File: src/rtl/nine_segment_pkg.sv
// Shared types and constants for the 3x3 LED frame sequencer.
package nine_segment_pkg;

  typedef enum logic {
    IDLE = 1'b0,
    PLAY = 1'b1
  } anim_state_t;

  localparam int SEG_W = 9;
  localparam logic [SEG_W-1:0] SEG_BLANK = 9'b0;

endpackage

File: src/rtl/nine_segment_frame_store.sv
// Frame pattern memory: one synchronous write port, one combinational read port.
module nine_segment_frame_store
  import nine_segment_pkg::*;
#(
  parameter int DEPTH = 8
) (
  input  logic                       clk,
  input  logic                       we,
  input  logic [$clog2(DEPTH)-1:0]   waddr,
  input  logic [SEG_W-1:0]           wdata,
  input  logic [$clog2(DEPTH)-1:0]   raddr,
  output logic [SEG_W-1:0]           rdata
);

  logic [SEG_W-1:0] mem [DEPTH];

  // Contents are only meaningful below frame_count, so no reset is needed.
  always_ff @(posedge clk) begin
    if (we) begin
      mem[waddr] <= wdata;
    end
  end

  assign rdata = mem[raddr];

endmodule

File: src/rtl/nine_segment_animator.sv
// Frame sequencer: stores host-written patterns and plays them back with a
// programmable per-frame hold, one-shot or looping.
module nine_segment_animator
  import nine_segment_pkg::*;
#(
  parameter int DEPTH  = 8,
  parameter int HOLD_W = 16
) (
  input  logic                         clk,
  input  logic                         reset,
  input  logic                         wr_valid,
  input  logic [SEG_W-1:0]             wr_data,
  output logic                         wr_ready,
  input  logic                         start,
  input  logic                         stop,
  input  logic                         clear,
  input  logic                         loop,
  input  logic [HOLD_W-1:0]            hold_cycles,
  output logic [SEG_W-1:0]             segments,
  output logic [$clog2(DEPTH)-1:0]     frame_idx,
  output logic [$clog2(DEPTH+1)-1:0]   frame_count,
  output logic                         busy,
  output logic                         done
);

  localparam int IDX_W = $clog2(DEPTH);
  localparam int CNT_W = $clog2(DEPTH+1);

  anim_state_t       state, state_n;
  logic [IDX_W-1:0]  idx_n, rd_addr;
  logic [CNT_W-1:0]  count_n;
  logic [HOLD_W-1:0] hold_cnt, hold_cnt_n, hold_len, hold_len_n, hold_eff;
  logic              loop_q, loop_n;
  logic [SEG_W-1:0]  seg_n, rd_data;
  logic              busy_n, done_n, wr_en, last_frame;

  assign wr_ready   = (state == IDLE) && (frame_count < CNT_W'(DEPTH)) && !start;
  assign wr_en      = wr_valid && wr_ready && !clear && !reset;
  assign hold_eff   = (hold_cycles == '0) ? HOLD_W'(1) : hold_cycles;
  assign last_frame = (CNT_W'(frame_idx) + CNT_W'(1)) == frame_count;

  // The read port always looks at the frame that would be shown next.
  assign rd_addr = (state == PLAY && !last_frame) ? frame_idx + IDX_W'(1) : '0;

  nine_segment_frame_store #(
    .DEPTH(DEPTH)
  ) u_store (
    .clk   (clk),
    .we    (wr_en),
    .waddr (frame_count[IDX_W-1:0]),
    .wdata (wr_data),
    .raddr (rd_addr),
    .rdata (rd_data)
  );

  always_comb begin
    state_n    = state;
    idx_n      = frame_idx;
    count_n    = frame_count;
    hold_cnt_n = hold_cnt;
    hold_len_n = hold_len;
    loop_n     = loop_q;
    seg_n      = segments;
    busy_n     = busy;
    done_n     = 1'b0;

    if (clear) begin
      state_n = IDLE;
      idx_n   = '0;
      count_n = '0;
      seg_n   = SEG_BLANK;
      busy_n  = 1'b0;
    end else begin
      unique case (state)
        IDLE: begin
          seg_n  = SEG_BLANK;
          busy_n = 1'b0;
          if (!stop && start && frame_count != '0) begin
            state_n    = PLAY;
            idx_n      = '0;
            hold_len_n = hold_eff;
            hold_cnt_n = hold_eff;
            loop_n     = loop;
            seg_n      = rd_data;
            busy_n     = 1'b1;
          end else if (wr_en) begin
            count_n = frame_count + CNT_W'(1);
          end
        end
        PLAY: begin
          if (stop) begin
            state_n = IDLE;
            seg_n   = SEG_BLANK;
            busy_n  = 1'b0;
          end else if (hold_cnt == HOLD_W'(1)) begin
            if (!last_frame || loop_q) begin
              idx_n      = rd_addr;
              hold_cnt_n = hold_len;
              seg_n      = rd_data;
            end else begin
              state_n = IDLE;
              seg_n   = SEG_BLANK;
              busy_n  = 1'b0;
              done_n  = 1'b1;
            end
          end else begin
            hold_cnt_n = hold_cnt - HOLD_W'(1);
          end
        end
        default: state_n = IDLE;
      endcase
    end
  end

  always_ff @(posedge clk) begin
    if (reset) begin
      state       <= IDLE;
      frame_idx   <= '0;
      frame_count <= '0;
      hold_cnt    <= '0;
      hold_len    <= HOLD_W'(1);
      loop_q      <= 1'b0;
      segments    <= SEG_BLANK;
      busy        <= 1'b0;
      done        <= 1'b0;
    end else begin
      state       <= state_n;
      frame_idx   <= idx_n;
      frame_count <= count_n;
      hold_cnt    <= hold_cnt_n;
      hold_len    <= hold_len_n;
      loop_q      <= loop_n;
      segments    <= seg_n;
      busy        <= busy_n;
      done        <= done_n;
    end
  end

endmodule
File: config.mk
export PLATFORM = sky130hd
export DESIGN_NAME = nine_segment_animator
export DESIGN_NICKNAME = d
export VERILOG_FILES = /design/src/rtl/nine_segment_pkg.sv /design/src/rtl/nine_segment_frame_store.sv /design/src/rtl/nine_segment_animator.sv
export SDC_FILE = /design/constraint.sdc
export NUM_CORES = 1
export LEC_CHECK = 0
export CAP_MARGIN = 20
export CORE_ASPECT_RATIO = 1.2
export CORE_UTILIZATION = 25
export CTS_CLUSTER_DIAMETER = 120
export CTS_CLUSTER_SIZE = 14
export DETAILED_ROUTE_END_ITERATION = 7
export GPL_TIMING_DRIVEN = 0
export SYNTH_ARGS = -nofsm -noshare
export SYNTH_HDL_FRONTEND = slang
export SYNTH_SLANG_ARGS = --single-unit
File: constraint.sdc
create_clock -name clk -period 5.8 [get_ports clk]
set_input_delay 0.87 -clock clk [delete_from_list [all_inputs] [get_ports clk]]
set_output_delay 0.87 -clock clk [all_outputs]
set_load 0.005 [all_outputs]
Word-level counts from Yosys, hierarchy flattened
Memory sizes are Yosys's and may differ from the RTL's.
Index checks and enable logic that the tools add are counted.
{ "totals": {"ff_bits": 52, "ramBits": 72, "out_inout_bits": 19, "word_cells": 80, "memories": 1} }
{ "classes": {"n_addsub": 4, "magnitude_cmp": 1, "eq_ne": 9, "mux": 29, "bitwise": 4, "n_reduce_logical": 23} }
{ "memory_table": {"columns": ["name", "depth", "width", "rd", "rd_ports_with_merged_regs", "wr", "line", "rtl"], "rows": [
  ["u_store.mem", 8, 9, 1, 0, 1, "nine_segment_frame_store.sv:15", "logic [SEG_W-1:0] mem [DEPTH];"]
]} }
{ "op_table": {"columns": ["operator", "n"], "rows": [
  ["$mux W16", 5],
  ["$mux W9", 4],
  ["$pmux W16 S2", 1],
  ["$pmux W9 S2", 1],
  ["$eq A16 B1 Y1 const B", 1],
  ["$logic_not A16 Y1", 1],
  ["$sub A16 B1 Y16 const B", 1],
  ["$mux W3", 5],
  ["$mux W1", 10],
  ["$logic_and A1 B1 Y1", 8],
  ["$reduce_and A4 Y1", 2],
  ["$ne A2 B1 Y1 const B", 3],
  ["$ne A3 B2 Y1 const B", 2],
  ["$pmux W3 S2", 1],
  ["$reduce_and A3 Y1", 2],
  ["$logic_not A1 Y1", 5],
  ["$reduce_or A5 Y1", 1],
  ["$add A3 B1 Y4 const B", 1],
  ["$add A4 B1 Y4 const B", 1],
  ["$eq A4 B4 Y1", 1],
  ["$lt A4 B4 Y1 const B", 1],
  ["$not A1 Y1", 4],
  ["$pmux W1 S2", 2],
  ["$reduce_bool A4 Y1", 1],
  ["other kinds (6)", 6]
]} }

Depth between registers and ports, before layout
Gate-level depths: netlist of the first run.
An unclocked memory read counts as a cell.
{ "logic_depth": {"depth_word": 10, "mapped_depth": 10, "ltp_nobuf": 8} }

By module
From an unflattened synthesis of the first run, not the netlist that was laid out.
{ "unflattened": {"hier_cells": 438, "area_unflattened_um2": 5536.6} }
{ "by_module_without_submodules": {"columns": ["module", "n_inst", "cells_each", "area_each_um2", "seq_area_each_um2"], "rows": [
  ["nine_segment_frame_store", 1, 117, 2839.0, 2162.1],
  ["nine_segment_animator", 1, 321, 2697.6, 1041.0]
]} }

Worst setup path before layout of the first run
Ideal clock, no wire load.
{ "synth_timing": {"path_kind": "in2reg", "start": "input port start", "end": "memory u_store.mem[0][0], enable pin", "arrival_ns": 2.239, "required_time_ns": 5.413, "path_slack_ns": 3.174, "path_stages": 5, "path_buffers": 1, "path_cell_list": "nor3_1 > and3_1 > clkbuf_1 > nand2_1 > nor3_1"} }
{ "synth_between": {"elab_chain_cells": 7} }
{ "synth_rtl": {"columns": ["item", "line", "rtl"], "rows": [
  ["from (decl)", "nine_segment_animator.sv:14", "input logic start,"],
  ["$logic_not A1 Y1", "nine_segment_animator.sv:37", "assign wr_ready = (state == IDLE) && (frame_count < CNT_W'(DEPTH)) && !start;"],
  ["$logic_and A1 B1 Y1", "nine_segment_animator.sv:37", null],
  ["$logic_and A1 B1 Y1 (3 in a row)", "nine_segment_animator.sv:38", "assign wr_en = wr_valid && wr_ready && !clear && !reset;"],
  ["$mux W1", "nine_segment_frame_store.sv:19", "if (we) begin"],
  ["$mux W1 (implied by the code)", "nine_segment_frame_store.sv:20", "mem[waddr] <= wdata;"],
  ["to (decl)", "nine_segment_frame_store.sv:15", null]
]} }
Every way passes these cells.

Worst setup path in the final report of the first run
{ "layout_timing": {"start": "input port start", "end": "output port wr_ready"} }
{ "layout_between": {"elab_chain_cells": 2} }
{ "layout_rtl": {"columns": ["item", "line", "rtl"], "rows": [
  ["$logic_not A1 Y1", "nine_segment_animator.sv:37", null],
  ["$logic_and A1 B1 Y1", "nine_segment_animator.sv:37", null],
  ["to (decl)", "nine_segment_animator.sv:13", "output logic wr_ready,"]
]} }
Every way passes these cells.

==> flow_summary.ini, run 1 <==
[status]
outcome = finished clean

[die]
initial_utilization_pct = 25.4
die_w_um = 140
core_um2 = 22400
dieHeight_um = 167
rows = 60
design.die.area_um2 = 23400
ios = 51

[sta]
max_freq_mhz = 309
whs_ps = 452
setup_viol = 0
worstMarginPinSlew_ps = 1010
setup_tns_ps = 0
setup_ws_ps = 2560
finalHoldViolCount = 0
final_max_slew_viol_count = 0
rsz0062_at_grt = false
min_period_ps = 3240
fin_skew_ps = 12.9
relSlewSlack_pct = 32.2
min_period_over_period_pct = 55.8

[cts]
cts_sinks = 124
post_cts_resized = 0
cts_tree = built
cts.htree.levels = 4
post-cts-setup-buffer-count = 0
clk_latency_ps = 420
cts_inserted_buffers = 17
path_clk_slew_ps = 60
cts.path.max_buffers = 2
cts_root_buffer = clkbuf_16
cts_hold_buf = 0

[power_and_ir_drop]
total_power_uw = 2080
p_sw_uw = 442
p_int_uw = 1640
netSwitchingFraction_pct = 21.2
irDropWorstVdd_mv = 0.192
p_clk_share_pct = 51.8
pwr-share-seq_pct = 44.9
power_density_nw_per_um2 = 291
combPwrFrac_pct = 3.3
p_leak_uw = 0.00241

[critical_path]
reg2reg_depth = 8
cp_slowest_cell = clkdlybuf4s50_1
critical_path_arrival_ps = 2370
critPathMaxFanout = 2
critPathLaunchType = input port
cp_top_family = buffers and inverters
max_stage_delay_ps = 600
crit_top_cell = clkdlybuf4s50_1
path_class = input port to primary output
worst_ep_required_time_ps = 4930
worst-path-buf-inv = 2
crit_cells = 3
cp-end-kind = primary output
cp_cell_sequence = clkdlybuf4s50_1 > nor3_1 > clkdlybuf4s50_1

[detailed_routing]
antenna_left = 0
routedWlPerCell_um = 18.2
vias = 4270
routed_wl_um = 15600
first_iter_violations = 222
drc_errors = 0
dr.pass1.iters = 5
avgViaCountPerCell = 4.97

[synth]
yosysWarningCount = 0
synth_cell_types = 59
synth-edff-count = 72
avgSynthCellArea_um2 = 11.4
yosys-top-cells-area = edfxtp_1 (38%), dfxtp_1 (18%), mux2i_1 (4.4%), nand2_1 (3.9%), o211ai_1 (2.2%)
syn-cell-area_um2 = 5690
synth_area_leader_cell = edfxtp_1
syn_nets = 536
ys_ff_latch = 124
synthFlopType = edfxtp_1
ys_seq_area_share_pct = 56.3
synthMostInstantiatedCell = edfxtp_1
async_flop_share_pct = 0
synthTopCellsByCount = edfxtp_1 (72), nand2_1 (59), dfxtp_1 (52), nor2_1 (26)
synth_top_area_share_pct = 38.0
synthCells = 499

[placed_design]
port_buffers = 49
place_area_um2 = 6550
place_congestion = 0.854
hpwlAfterDp_um = 10600
post-place-ws_ps = 2200

[layout]
finalInstanceArea_um2 = 7140
area_delta_synth_final_pct = 25.6
diodes = 0
fin_nets = 605
drive_gt1_share_pct = 12.6

[min_path]
hold_depth = 2
min-delay-path-class = register to register

[grt]
grt_pass1_wl_um = 23900
grt_usage_pct = 13.8
grt-ovfl-total = 0
antenna_found_initial = 0
grt_start_max_net_pins = 17
grt_pass1_vias = 4115

[job]
cap_violations = 0
-- layer usage --
metal  GRT usage [%]  share of wire (%)  vias to the layer above
met5               0                  0                        -
met4            4.87                1.4                        0
met3            3.26                5.3                       16
met2            23.2                 50                      137
met1            17.2                 44                     2082
li1                -                  -                     2035
-- final cells by class --
type / count / area (um^2)
buffer: 31 / 155
timing repair buffer: 50 / 502
fill: 2258 / 15200
clock buffer: 18 / 429
sequential: 124 / 3200
multi-input combinational: 336 / 2310
clock inverter: 14 / 168
tap: 279 / 349
inverter: 8 / 30.0
-- cell families after synthesis --
group / after synthesis / synth area share [%]
buffers and inverters: 39 / 3.26
adders and majority gates: 5 / 1.10
DFF: 124 / 56.3
AOI/OAI and AO/OA: 127 / 17.8
muxes: 28 / 5.00
xor gates and xnor gates: 14 / 2.42
and+or+nand+nor: 162 / 14.1
-- layout by cell type (no fill, tap or decap), drive strengths merged, types with 3 or more instances in the layout --
master	instances
a211oi	8
a21o	11
a21oi	25
a22oi	9
a311oi	12
a31oi	3
a32oi	9
buf	13
bufinv	3
clkbuf	37
clkdlybuf4s50	49
clkinv	3
clkinvlp	5
dfxtp	52
edfxtp	72
ha	5
inv	11
mux2	3
mux2i	25
nand2	60
nand2b	7
nand3	17
nor2	27
nor3	27
nor4	7
o211ai	17
o21a	11
o21ai	4
o2bb2ai	9
or2	3
or3	3
xnor2	10
xor2	3
-- metrics by stage --
step / utilization (%) / cells
after floorplan: - / 499
after global placement: 29.2 / 827
after detailed placement: 29.3 / 828
after CTS: 31.9 / 860
after global routing: 31.9 / 860
final: 31.9 / 860
-- power groups by stage --
stage | clock network, uW | logic (uW) | registers, uW
3_5_place_dp | 0 | 67.4 | 952
6_report | 1080 | 67.7 | 933
5_1_grt | 1130 | 72.5 | 933
4_1_cts | 1090 | 67.8 | 933
3_3_place_gp | 0 | 66.7 | 952
2_1_floorplan | 0 | 24.2 | 952
-- final timing paths --
check	from	slack, ps	to
hold / removal	hold_len[15]$_SDFFE_PP0P_	450	hold_len[15]$_SDFFE_PP0P_
setup / recovery	start	2560	wr_ready
setup reg to reg	frame_count[1]$_SDFFE_PP0P_	3040	hold_cnt[10]$_SDFFE_PP0P_
hold reg to reg	hold_len[15]$_SDFFE_PP0P_	450	hold_len[15]$_SDFFE_PP0P_
-- worst min-delay path, delay by kind of cell, from the launching register on --
family | cells | cell delay [ps]
compound gates | 1 | 50
flops | 1 | 300
simple gates | 1 | 50
-- registers in the layout, summed over array words and instances (netlist names) --
name / count
done: 1
hold_cnt: 16
u_store.mem: 72
hold_len: 16
segments: 9
frame_idx: 3
busy: 1
loop_q: 1
frame_count: 4
state: 1
Note: power is estimated with default switching activity, not from simulation.
==> run 2: changes to the inputs <==
==> constraint.sdc (replaced) <==
create_clock -name clk -period 3.3 [get_ports clk]
set_input_delay 0.495 -clock clk [delete_from_list [all_inputs] [get_ports clk]]
set_output_delay 0.495 -clock clk [all_outputs]
set_load 0.005 [all_outputs]
==> results of run 2 <==
The final DEF is identical to that of run 1. Status: finished clean.
Main changes from that run: setup slack after placement 2200 ps -> 73.0 ps; setup slack after layout 2560 ps -> 472 ps; start point of the critical path start -> stop; end point of the critical path wr_ready -> segments[0]$_SDFFE_PP0P_; register-to-register setup slack 3040 ps -> 540 ps; total power 2080 uW -> 3650 uW; worst IR drop on VDD 0.192 mV -> 0.337 mV
